`config.mk`:
```
export PLATFORM = sky130hd
export DESIGN_NAME = ip4_rtl_axi_arb
export DESIGN_NICKNAME = d
export VERILOG_FILES = /design/src/rtl/ip4_rtl_axi_arb.sv
export SDC_FILE = /design/constraint.sdc
export NUM_CORES = 1
export LEC_CHECK = 0
export CAP_MARGIN = 20
export CORE_UTILIZATION = 50
export CTS_BUF_LIST = sky130_fd_sc_hd__clkbuf_4 sky130_fd_sc_hd__clkbuf_8
export CTS_CLUSTER_DIAMETER = 120
export DETAILED_ROUTE_END_ITERATION = 8
export DONT_BUFFER_PORTS = 1
export PLACE_DENSITY_LB_ADDON = 0.25
export SLEW_MARGIN = 20
export SYNTH_ARGS = -nofsm -noshare
export SYNTH_HDL_FRONTEND = slang
export SYNTH_SLANG_ARGS = --single-unit
```
`constraint.sdc`:
```
create_clock -name clk -period 6.2 [get_ports clk]
set_clock_uncertainty 0.1 [all_clocks]
set_input_delay 0.62 -clock clk [delete_from_list [all_inputs] [get_ports clk]]
set_output_delay 0.62 -clock clk [all_outputs]
set_load 0.005 [all_outputs]
```
`src/rtl/ip4_rtl_axi_arb.sv`:
```
// ip4_rtl_axi_arb: round-robin arbiter of per-channel read-burst FIFOs onto one AXI AR/R port,
// with per-channel outstanding-burst limits and combinational R routing by id.
module ip4_rtl_axi_arb #(
    parameter int NCH = 4,
    parameter int AW = 32,
    parameter int DW = 64,
    parameter int DEPTH = 4,
    parameter int MAX_OUT = 8,
    localparam int IDW = (NCH > 1) ? $clog2(NCH) : 1
) (
    input  logic              clk,
    input  logic              rst_n,
    input  logic [NCH-1:0]    ch_req_valid,
    output logic [NCH-1:0]    ch_req_ready,
    input  logic [NCH*AW-1:0] ch_req_addr,
    input  logic [NCH*8-1:0]  ch_req_len,
    output logic              ar_valid,
    input  logic              ar_ready,
    output logic [AW-1:0]     ar_addr,
    output logic [7:0]        ar_len,
    output logic [IDW-1:0]    ar_id,
    input  logic              r_valid,
    output logic              r_ready,
    input  logic [DW-1:0]     r_data,
    input  logic [IDW-1:0]    r_id,
    input  logic              r_last,
    output logic [NCH-1:0]    ch_rsp_valid,
    input  logic [NCH-1:0]    ch_rsp_ready,
    output logic [DW-1:0]     ch_rsp_data,
    output logic              ch_rsp_last,
    output logic              busy,
    output logic              err_rid
);
    localparam int PW = $clog2(DEPTH) + 1;
    localparam int EW = AW + 8;

    logic [EW-1:0]  mem_q [NCH][DEPTH];
    logic [PW-1:0]  wptr_q [NCH], wptr_d [NCH], rptr_q [NCH], rptr_d [NCH];
    logic [7:0]     cnt_q [NCH], cnt_d [NCH];
    logic [NCH-1:0] empty, full, push, pop, elig;
    logic [IDW-1:0] rr_q, rr_d, win, ar_id_q, ar_id_d;
    logic [AW-1:0]  ar_addr_q, ar_addr_d;
    logic [7:0]     ar_len_q, ar_len_d;
    logic [EW-1:0]  head;
    logic           ar_valid_q, ar_valid_d, err_q, err_d;
    logic           found, load, ar_hs, r_hs, rid_ok, cnt_nz;

    // The burst sitting in the AR stage counts against its channel's limit.
    always_comb begin
        for (int i = 0; i < NCH; i++) begin
            empty[i] = wptr_q[i] == rptr_q[i];
            full[i]  = (wptr_q[i] - rptr_q[i]) == PW'(DEPTH);
            push[i]  = ch_req_valid[i] && !full[i];
            elig[i]  = !empty[i] && (({1'b0, cnt_q[i]} + {8'd0, ar_valid_q && (ar_id_q == IDW'(i))}) < 9'(MAX_OUT));
        end
    end

    always_comb begin
        found = 1'b0;
        win   = '0;
        head  = '0;
        for (int i = 0; i < NCH; i++) begin
            if (!found && elig[i] && (IDW'(i) >= rr_q)) begin
                found = 1'b1;
                win   = IDW'(i);
                head  = mem_q[i][rptr_q[i][PW-2:0]];
            end
        end
        for (int i = 0; i < NCH; i++) begin
            if (!found && elig[i]) begin
                found = 1'b1;
                win   = IDW'(i);
                head  = mem_q[i][rptr_q[i][PW-2:0]];
            end
        end
        load       = found && (!ar_valid_q || ar_ready);
        ar_hs      = ar_valid_q && ar_ready;
        rr_d       = !load ? rr_q : (win == IDW'(NCH - 1)) ? '0 : win + 1'b1;
        ar_valid_d = load || (ar_valid_q && !ar_ready);
        ar_addr_d  = load ? head[AW-1:0] : ar_addr_q;
        ar_len_d   = load ? head[EW-1:AW] : ar_len_q;
        ar_id_d    = load ? win : ar_id_q;
        for (int i = 0; i < NCH; i++) begin
            pop[i]    = load && (win == IDW'(i));
            wptr_d[i] = wptr_q[i] + PW'(push[i]);
            rptr_d[i] = rptr_q[i] + PW'(pop[i]);
        end
    end

    // Unknown ids are sunk with r_ready high; a last beat for an idle channel flags but never wraps the count.
    always_comb begin
        rid_ok       = 1'b0;
        r_ready      = 1'b1;
        ch_rsp_valid = '0;
        for (int i = 0; i < NCH; i++) begin
            if (r_id == IDW'(i)) begin
                rid_ok          = 1'b1;
                r_ready         = ch_rsp_ready[i];
                ch_rsp_valid[i] = r_valid;
            end
        end
        r_hs   = r_valid && r_ready;
        err_d  = err_q || (r_valid && !rid_ok);
        cnt_nz = 1'b0;
        for (int i = 0; i < NCH; i++) begin
            cnt_d[i] = cnt_q[i];
            if (ar_hs && (ar_id_q == IDW'(i)))
                cnt_d[i] = cnt_d[i] + 8'd1;
            if (r_hs && r_last && (r_id == IDW'(i))) begin
                if (cnt_q[i] == 8'd0)
                    err_d = 1'b1;
                else
                    cnt_d[i] = cnt_d[i] - 8'd1;
            end
            cnt_nz = cnt_nz || (cnt_q[i] != 8'd0);
        end
    end

    always_ff @(posedge clk or negedge rst_n) begin
        if (!rst_n) begin
            for (int i = 0; i < NCH; i++) begin
                wptr_q[i] <= '0;
                rptr_q[i] <= '0;
                cnt_q[i]  <= '0;
            end
            rr_q       <= '0;
            ar_valid_q <= 1'b0;
            ar_addr_q  <= '0;
            ar_len_q   <= '0;
            ar_id_q    <= '0;
            err_q      <= 1'b0;
        end else begin
            for (int i = 0; i < NCH; i++) begin
                wptr_q[i] <= wptr_d[i];
                rptr_q[i] <= rptr_d[i];
                cnt_q[i]  <= cnt_d[i];
            end
            rr_q       <= rr_d;
            ar_valid_q <= ar_valid_d;
            ar_addr_q  <= ar_addr_d;
            ar_len_q   <= ar_len_d;
            ar_id_q    <= ar_id_d;
            err_q      <= err_d;
        end
    end

    always_ff @(posedge clk) begin
        for (int i = 0; i < NCH; i++)
            if (push[i])
                mem_q[i][wptr_q[i][PW-2:0]] <= {ch_req_len[i*8 +: 8], ch_req_addr[i*AW +: AW]};
    end

    assign ch_req_ready = ~full;
    assign ar_valid     = ar_valid_q;
    assign ar_addr      = ar_addr_q;
    assign ar_len       = ar_len_q;
    assign ar_id        = ar_id_q;
    assign ch_rsp_data  = r_data;
    assign ch_rsp_last  = r_last;
    assign err_rid      = err_q;
    assign busy         = !(&empty) || ar_valid_q || cnt_nz;
endmodule
```
==> impl_metrics.py, run 1 <==
metrics = {
    "clocking": {
        "clockRootBuffer": "clkbuf_8",
        "cts.clk_slew.worst_paths_ps": 60,
        "cts_inserted_buffers": 115,
        "cts_tree": "built",
        "cts_buffer_depth": 3,
        "cts-resized-gates": 0,
        "post_cts_buffers": 0,
        "cts_max_level": 3,
        "cts_sinks": 742,
        "insertion_delay_ps": 740,
    },
    "flow_run": {
        "cap_violations": 0,
    },
    "power": {
        "clkPwrFrac_pct": 23.3,
        "peakVddDrop_v": 0.000457,
        "switchingPower_mw": 6.66,
        "cellPowerDensity_mw_per_mm2": 532,
        "power_frac_comb_pct": 35.9,
        "p_leak_nw": 12.1,
        "switching_share_pct": 35.4,
        "internal_power_mw": 12.2,
        "p_seq_share_pct": 40.8,
    },
    "setup_path": {
        "critical_path.top_delay_family": "simple AND/OR/NAND/NOR gates",
        "startpoint_type": "flop",
        "crit_end": "rptr_q[2]$_DFF_PN0_",
        "rr_worst_depth": 13,
        "cp_max_fo": 45,
        "path_depth": 13,
        "cp.required_ps": 6720,
        "cp-startpoint": "cnt_q[22]$_DFF_PN0_",
        "r2r-end": "rptr_q[2]$_DFF_PN0_",
        "cp.arrival_ps": 4580,
        "reg2reg_slack_ps": 2140,
        "crit_path_end_kind": "flop",
        "worst-path-buf-inv": 3,
        "crit_path_max_incr_delay_ps": 600,
        "critical_path_class": "reg -> reg",
        "crit_top_cell": "ha_1",
        "crit_chain": "or4_1 > or2_2 > nor3_4 > buf_4 > nor4_4 > buf_4 > a211oi_1 > inv_1 > ha_1 > and2_1 > ha_1 > ha_1 > xor2_1",
        "critPathSlowestCell": "or4_1",
        "rr_startpoint": "cnt_q[22]$_DFF_PN0_",
    },
    "drt": {
        "wl_um": 72600,
        "detail-route-antenna-nets": 0,
        "drc": 0,
        "vias_per_cell": 6.02,
        "drtPass1Iterations": 5,
        "wire_per_inst_um": 26.7,
        "vias": 16300,
        "drt_iter0_markers": 1448,
    },
    "synth": {
        "ys.flop_type": "edfxtp_1",
        "synth-seq-cells": 742,
        "syn_avg_cell_area_um2": 18.4,
        "synth-edff-count": 640,
        "yosysSeqAreaShare_pct": 70.9,
        "syn-cell-area_mm2": 0.0307,
        "yosys_warnings": 0,
        "synthCells": 1665,
        "synth_fp_nets": 1942,
        "synth-async-reset-ratio_pct": 13.7,
        "ys_types": 65,
    },
    "final_layout": {
        "drive_gt1_share_pct": 22.6,
        "final_area_mm2": 0.0354,
        "area_growth_syn_to_layout_pct": 15.2,
        "fillers": 4439,
        "finalNetCount": 2106,
    },
    "floorplanning": {
        "dieArea_mm2": 0.0624,
        "core_mm2": 0.0605,
        "start_util_pct": 50.8,
        "rows": 90,
        "die_w_um": 250,
        "ios": 358,
        "die_h_um": 250,
    },
    "placed_design": {
        "dp_hpwl_um": 45300,
        "gp_congestion": 0.853,
        "port_buffers": 0,
        "placed_area_mm2": 0.0312,
    },
    "global_routing": {
        "grt_pass1_vias": 17000,
        "grt_pass1_wl_um": 108000,
        "grt_overflow": 0,
        "grt_usage_pct": 23.6,
        "grt_max_degree": 103,
        "grt_antenna_before_repair": 13,
    },
    "worst_hold_path": {
        "hold_depth": 2,
        "min_path_type": "in -> reg",
    },
    "timing": {
        "finalHoldViolCount": 0,
        "max_freq_mhz": 246,
        "worstMarginPinSlew_ps": 1110,
        "report.final.slew_viol_count": 0,
        "tns_ps": 0,
        "finalSetupViolations": 0,
        "fin_crit_ps": 4060,
        "fin_crit_sh_pct": 65.5,
        "max_slew_margin_pct": 25.9,
        "rsz0062_at_grt": "false",
    },
    "outcome": {
        "status": "finished clean",
    },
}
state kept, by name (all words and copies together), names as in the netlist:
register,cells
ar_addr,32
ar_id,2
ar_len,8
ar_valid,1
cnt_q,32
err_rid,1
mem_q,640
rptr_q,12
rr_q,2
wptr_q,12
cells in the mapped netlist, types with 9 or more instances:
cell type	count	share of area (%)
nor2_1	40	0.49
edfxtp_1	640	63
nand4_1	11	0.22
xor2_1	28	0.80
buf_2	16	0.26
nand2_1	45	0.55
ha_1	38	1.5
clkbuf_1	50	0.61
o21ai_0	9	0.15
nand3_1	23	0.37
inv_1	26	0.32
dfrtp_1	102	8.3
and2_1	9	0.18
xnor2_1	40	1.1
buf_4	68	1.7
mux4_2	162	12
a21oi_1	48	0.78
a22oi_1	36	0.88
a31oi_1	41	0.84
mux2i_1	43	1.4
a22o_1	36	1.0
o21a_1	37	0.90
and3_1	11	0.22
worst min path at each step:
stage          startpoint  slack, ps                      to
2_1_floorplan       rst_n        220  ar_addr[0]$_DFFE_PN0P_
3_3_place_gp        rst_n        230     cnt_q[31]$_DFF_PN0_
3_5_place_dp        rst_n        230     cnt_q[31]$_DFF_PN0_
4_1_cts           r_id[1]          2     cnt_q[25]$_DFF_PN0_
5_1_grt           r_id[1]         40     cnt_q[25]$_DFF_PN0_
6_report          r_id[1]         50     cnt_q[25]$_DFF_PN0_
layout make-up:
cell class / instances / area (µm²) / area share (%)
diodes: 7 / 17.5 / 0.0495
clock buffers: 173 / 2090 / 5.92
clock inverters: 44 / 424 / 1.20
inverters: 26 / 97.6 / 0.276
multi-input cells: 749 / 8080 / 22.8
flip-flops and latches: 742 / 21800 / 61.6
well taps: 782 / 978 / 2.77
repair buffers: 195 / 1890 / 5.36
per-stage QoR:
step | power (mW) | setup WS (ps) | util, % | hold WS, ps | std cells
after CTS | 19.0 | 2130 | 58.5 | 2.39 | 2711
final | 18.8 | 2140 | 58.5 | 46.4 | 2718
after floorplan | 12.4 | 738 | - | 224 | 1665
after detailed placement | 14.4 | 2180 | 51.5 | 230 | 2329
after global routing | 19.8 | 1910 | 58.5 | 41.3 | 2716
after global placement | 14.2 | 2200 | 51.5 | 231 | 2329
per-layer routing:
| metal | vias up | global-route usage [%] | wire (µm) |
|---|---|---|---|
| li1 | 7021 | - | - |
| met1 | 8458 | 29.9 | 28400 |
| met2 | 696 | 39.0 | 36000 |
| met3 | 158 | 6.76 | 6060 |
| met4 | 16 | 8.11 | 2040 |
| met5 | - | 0 | 94 |
placed cells by master (no fill, tap or decap), drive strengths merged, types with 4 or more instances in the layout:
cell	netlist	routed
edfxtp	640	640
clkbuf	51	173
dlygate4sd3	0	164
mux4	162	162
dfrtp	102	102
a21oi	48	48
nand2	45	45
mux2i	43	43
a31oi	41	41
xnor2	40	40
nor2	40	40
ha	38	38
o21a	37	37
a22o	36	36
a22oi	36	36
buf	97	31
clkinv	0	29
xor2	28	28
inv	26	28
nand3	23	23
nand4	11	11
and3	11	11
o21ai	10	10
and2	9	9
bufinv	0	8
diode	0	7
nand2b	7	7
nor3b	7	7
nor3	7	7
nor4	7	7
o22ai	6	6
or4	6	6
clkinvlp	0	5
or2	4	4
a211oi	4	4
a31o	4	4
timing repair:
action / in CTS / in global routing
setup endpoints to repair: 0 / 0
hold endpoints to repair: 744 / 0
hold buffers: 165 / 0
power by group through the flow:
stage	logic [mW]	clock network (mW)	registers (mW)
3_5_place_dp	6.59	0	7.80
5_1_grt	7.26	4.67	7.83
6_report	6.76	4.39	7.69
2_1_floorplan	4.97	0	7.43
3_3_place_gp	6.47	0	7.73
4_1_cts	6.77	4.47	7.71
worst register-to-register path, stage by stage (launching register included):
cell and delay, ps:
dfrtp_1 400, or4_1 600, or2_2 350, nor3_4 160, buf_4 530, nor4_4 90
buf_4 310, a211oi_1 470, inv_1 100, ha_1 210, and2_1 140, ha_1 180
ha_1 180, xor2_1 140
cells by family after synthesis:
| group | after synthesis | share of synthesized area [%] |
|---|---|---|
| flip-flops | 742 | 70.9 |
| AO/OA/AOI/OAI | 244 | 5.60 |
| multiplexers | 205 | 13.3 |
| AND/OR/NAND/NOR | 194 | 3.53 |
| buffers and inverters | 174 | 3.18 |
| XOR/XNOR | 68 | 1.94 |
| adder cells (fa/ha/maj) | 38 | 1.55 |
No activity file was read; power rests on OpenSTA's default activity.
==> run 2: changes to the inputs <==
clock period = 3.6 ns   (was 6.2 ns; I/O delays follow)
==> run 2 against run 1 <==
Net effect: sequential cell count did not move; total power is 73% higher; cell area rose by 0.98%; combinational power up 82%; wire length is 0.77% lower; final cell count grew 1.6%; via count increased by 0.53%; critical path type is now reg -> out.
==> impl_metrics.py, run 2 (synthesis results as in run 1) <==
metrics = {
    "timing": {
        "max_slew_margin_pct": 36.2,
        "max_freq_mhz": 291,
        "finalSetupViolations": 0,
        "report.final.slew_viol_count": 0,
        "worstMarginPinSlew_ps": 957,
        "finalHoldViolCount": 0,
        "rsz0062_at_grt": "false",
        "whs_ps": 159,
        "fin_crit_ps": 3440,
        "fin_crit_sh_pct": 95.5,
    },
    "final_layout": {
        "drive_gt1_share_pct": 23.1,
        "final_common_cell": "edfxtp_1",
        "fin_util_pct": 59.1,
        "layout_common_cells": "edfxtp_1 (640), dlygate4sd3_1 (177), mux4_2 (162)",
        "final_cells": 2762,
        "finalNetCount": 2150,
        "final_area_mm2": 0.0357,
        "largest_reg_flops": 640,
        "area_growth_syn_to_layout_pct": 16.4,
    },
    "power": {
        "p_total_mw": 32.5,
        "cellPowerDensity_mw_per_mm2": 911,
        "p_leak_nw": 12.3,
        "peakVddDrop_v": 0.000669,
    },
    "setup_path": {
        "crit_path_end_kind": "primary output",
        "worst-path-buf-inv": 0,
        "critPathSlowestCell": "nor4b_1",
        "rr_startpoint": "cnt_q[30]$_DFF_PN0_",
        "crit_path_max_incr_delay_ps": 780,
        "crit_chain": "or4_1 > nor4b_1 > nand3_1 > nor2_1 > nand4_1",
        "cp_max_fo": 5,
        "cp-startpoint": "cnt_q[4]$_DFF_PN0_",
        "cp.required_ps": 3140,
        "startpoint_type": "flop",
        "critical_path_class": "reg -> out",
        "cp.arrival_ps": 2980,
        "critical_path.top_delay_family": "simple AND/OR/NAND/NOR gates",
    },
    "floorplanning": {
        "start_util_pct": 50.8,
        "die_h_um": 250,
        "ios": 358,
        "die_w_um": 250,
        "dieArea_mm2": 0.0624,
        "core_mm2": 0.0605,
        "rows": 90,
    },
    "drt": {
        "wl_um": 72000,
        "wire_per_inst_um": 26.1,
        "vias": 16400,
        "drt_iter0_markers": 1248,
        "drc": 0,
        "detail-route-antenna-nets": 0,
        "drtPass1Iterations": 6,
        "vias_per_cell": 5.95,
    },
    "flow_run": {
        "cap_violations": 0,
    },
    "placed_design": {
        "dp_hpwl_um": 45700,
        "port_buffers": 0,
        "placed_area_mm2": 0.0315,
        "dp.cells": 2357,
        "gp_congestion": 0.915,
    },
    "outcome": {
        "status": "finished clean",
    },
    "clocking": {
        "post_cts_buffers": 0,
        "cts_buffer_depth": 3,
        "cts.clk_slew.worst_paths_ps": 60,
        "cts_max_level": 3,
        "cts_tree": "built",
        "clockRootBuffer": "clkbuf_8",
        "insertion_delay_ps": 730,
        "cts_sinks": 742,
        "cts_inserted_buffers": 118,
    },
    "global_routing": {
        "grt_overflow": 0,
        "grt_antenna_before_repair": 18,
        "grt_pass1_vias": 17300,
        "grt_usage_pct": 23.4,
        "grt_max_degree": 103,
        "grt_pass1_wl_um": 107000,
    },
    "worst_hold_path": {
        "min_from": "ar_ready",
        "min_path_type": "in -> reg",
    },
}
[run 2: cell count changes in the layout (fill, tap and decap cells not counted), moves of 3 or more]
cell / delta
clkinvlp_4: -4
dlygate4sd3_1: +13
nor3b_2: -3
clkbuf_4: +3
nor3b_4: +3
buf_12: +5
clkinv_2: -4
clkinv_1: +8
bufinv_16: -4
buf_4: +23
[run 2: metal layers]
layer  routed length, µm  track usage (%)  part of all wire (%)  vias up
li1                    -                -                     -     7125
met2               35200             38.0                    49      676
met3                5970             7.19                   8.3      183
met4                2220             8.22                   3.1       20
met1               28500             29.7                    40     8431
met5                 106                0                  0.15        -
[run 2: final timing paths]
kind	end	slack, ps	cells past startpoint
max	busy	160	5
min	cnt_q[16]$_DFF_PN0_	160	3
max reg2reg	cnt_q[31]$_DFF_PN0_	180	8
min reg2reg	cnt_q[31]$_DFF_PN0_	370	1
max in group asynchronous	rptr_q[6]$_DFF_PN0_	2720	2
min in group asynchronous	cnt_q[3]$_DFF_PN0_	180	2
[run 2: repair_timing]
action                                  in CTS  in global routing
endpoints found under the setup margin       0                  2
hold buffers                               178                  0
gates resized for setup                      0                  1
hold endpoints to repair                   765                  0
[run 2: per-stage QoR]
step	worst slack [ps]	setup TNS (ps)
floorplan	-346	-48730
global placement	226	0
detailed placement	137	0
CTS	126	0
global route	10.3	0
finish	162	0
[run 2: area by class of cell]
type	instances	area [µm²]
fillers	4442	24800
well taps	782	978
clock buffers	174	2090
multi-input cells	749	8110
clock inverters	44	338
inverters	26	97.6
repair buffers	236	2300
flip-flops and latches	742	21800
diodes	9	22.5
[run 2: tightest hold or removal path, cell delays in order]
cell and delay, ps:
and4b_1 230, xnor2_1 190, xnor2_1 140
[run 2: power breakdown]
part / leakage (nW) / switching, mW / internal (mW)
Clock: 1.29 / 3.24 / 4.01
Combinational: 3.94 / 7.31 / 5.04
Sequential: 7.09 / 1.02 / 11.9
==> run 3: changes to the inputs <==
--- a/config.mk
+++ b/config.mk
@@ -9,8 +9,7 @@
 export CORE_UTILIZATION = 50
 export CTS_BUF_LIST = sky130_fd_sc_hd__clkbuf_4 sky130_fd_sc_hd__clkbuf_8
-export CTS_CLUSTER_DIAMETER = 120
 export DETAILED_ROUTE_END_ITERATION = 8
 export DONT_BUFFER_PORTS = 1
-export PLACE_DENSITY_LB_ADDON = 0.25
+export PLACE_DENSITY = 0.8
 export SLEW_MARGIN = 20
 export SYNTH_ARGS = -nofsm -noshare
==> constraint.sdc (replaced) <==
create_clock -name clk -period 3.6 [get_ports clk]
set_clock_uncertainty 0.1 [all_clocks]
set_input_delay 0.36 -clock clk [delete_from_list [all_inputs] [get_ports clk]]
set_output_delay 0.36 -clock clk [all_outputs]
set_load 0.05 [all_outputs]
==> run 3 against run 2 <==
Net effect: critical path type is now reg -> reg; first-iteration DRC count is 33% higher; critical endpoint is now ar_addr[3]$_DFFE_PN0P_; cell area increased by 0.49%; largest power group unchanged; highest routed layer unchanged; utilization increased by 0.29 points; combinational power is 3% higher.
==> impl_metrics.py, run 3 (synthesis results as in run 1) <==
metrics = {
    "drt": {
        "vias_per_cell": 6.18,
        "met2WireLength_um": 38600,
        "drtPass1Iterations": 5,
        "wire_per_inst_um": 27.9,
        "drt_iter0_markers": 1655,
        "detail-route-antenna-nets": 0,
        "wl_um": 77100,
        "drc": 0,
        "wl_met1_um": 27700,
        "top_layer_used": "met5",
        "wl_met3_um": 7240,
        "vias": 17100,
    },
    "global_routing": {
        "grt_antenna_before_repair": 18,
        "grt_pass1_vias": 18000,
        "grt_pass1_wl_um": 115000,
        "grt_usage_pct": 25.0,
        "grt_overflow": 0,
        "grt_max_degree": 103,
    },
    "clocking": {
        "clockRootBuffer": "clkbuf_8",
        "cts.clk_slew.worst_paths_ps": 70,
        "cts_sinks": 742,
        "cts-resized-gates": 0,
        "cts_tree": "built",
        "cts_buffer_depth": 3,
        "post_cts_buffers": 0,
        "cts_hold_buf": 177,
        "insertion_delay_ps": 730,
        "cts_max_level": 3,
        "cts_inserted_buffers": 115,
    },
    "floorplanning": {
        "die_w_um": 250,
        "rows": 90,
        "die_h_um": 250,
        "ios": 358,
        "dieArea_mm2": 0.0624,
        "core_mm2": 0.0605,
        "start_util_pct": 50.8,
    },
    "setup_path": {
        "startpoint_type": "flop",
        "cp.arrival_ps": 4070,
        "cp.required_ps": 4150,
        "crit_path_max_incr_delay_ps": 920,
        "crit_chain": "or4_1 > nor2_1 > o311a_1 > or4_4 > buf_4 > and2_2 > o21ai_0 > o21ai_1",
        "crit_path_end_kind": "flop",
        "critPathSlowestCell": "and2_2",
        "cp_max_fo": 40,
        "critical_path_class": "reg -> reg",
    },
    "timing": {
        "finalSetupViolations": 0,
        "max_slew_margin_pct": 29.1,
        "worstMarginPinSlew_ps": 1060,
        "finalHoldViolCount": 0,
        "max_freq_mhz": 284,
        "fin_crit_sh_pct": 97.9,
        "rsz0062_at_grt": "false",
        "fin_crit_ps": 3520,
        "whs_ps": 116,
        "report.final.slew_viol_count": 0,
    },
    "placed_design": {
        "placed_area_mm2": 0.0315,
        "dp_hpwl_um": 47800,
        "gp_congestion": 0.867,
        "port_buffers": 0,
    },
    "final_layout": {
        "largest_reg_flops": 640,
        "fillers": 4186,
        "final_area_mm2": 0.0359,
        "seq_area_mm2": 0.0218,
        "finalNetCount": 2142,
        "area_growth_syn_to_layout_pct": 16.9,
        "final_common_cell": "edfxtp_1",
        "drive_gt1_share_pct": 23.1,
        "multi_input_area_mm2": 0.00812,
        "layout_common_cells": "edfxtp_1 (640), dlygate4sd3_1 (176), mux4_2 (162)",
    },
    "flow_run": {
        "cap_violations": 0,
    },
    "outcome": {
        "status": "finished clean",
    },
    "worst_hold_path": {
        "min_path_type": "in -> async",
    },
    "power": {
        "cellPowerDensity_mw_per_mm2": 950,
        "peakVddDrop_v": 0.000670,
        "p_leak_nw": 12.4,
    },
}
run 3: cell type report:
type	count	area share, %
inverter	26	0.272
clock inverter	61	1.45
clock buffer	158	5.57
multi-input combinational	749	22.6
sequential	742	60.7
tap	782	2.73
antenna	11	0.0767
timing repair buffer	231	6.59
run 3: where the power goes:
group          internal (mW)  switching (mW)
Combinational           5.16            7.57
Sequential              11.9            1.93
Clock                   4.16            3.39
Total                   21.2            12.9
run 3: critical path: cells and delay by family, from the launching register on:
| family | cells | cell delay [ps] |
|---|---|---|
| AND/OR/NAND/NOR | 4 | 1910 |
| flip-flops | 1 | 430 |
| buffers and inverters | 1 | 260 |
| AO/OA/AOI/OAI | 3 | 740 |
run 3: worst paths after layout:
check	endpoint	slack [ps]	startpoint	depth (start not counted)
max reg2reg	ar_addr[3]$_DFFE_PN0P_	80	cnt_q[4]$_DFF_PN0_	8
min reg2reg	cnt_q[31]$_DFF_PN0_	360	cnt_q[31]$_DFF_PN0_	1
max	ar_addr[3]$_DFFE_PN0P_	80	cnt_q[4]$_DFF_PN0_	8
min in group clk	cnt_q[25]$_DFF_PN0_	120	ar_ready	5
min	cnt_q[24]$_DFF_PN0_	120	rst_n	2
max in group asynchronous	rptr_q[6]$_DFF_PN0_	2740	rst_n	2
run 3: per-stage QoR:
step | TNS (ps) | instances | power (mW) | setup WS [ps] | utilization, %
after CTS | 0 | 2748 | 34.0 | 195 | 59.3
after global placement | 0 | 2352 | 25.7 | 297 | 52.1
after detailed placement | 0 | 2352 | 26.2 | 227 | 52.1
after floorplan | -96290 | 1665 | 22.5 | -624 | -
final | 0 | 2760 | 34.1 | 75.9 | 59.4
after global routing | 0 | 2753 | 35.6 | 3.88 | 59.3
run 3: routing by layer:
| metal | up-vias | track usage, % |
|---|---|---|
| li1 | 7109 | - |
| met5 | - | 0 |
| met4 | 16 | 11.8 |
| met1 | 8787 | 29.6 |
| met2 | 920 | 41.9 |
| met3 | 233 | 7.75 |
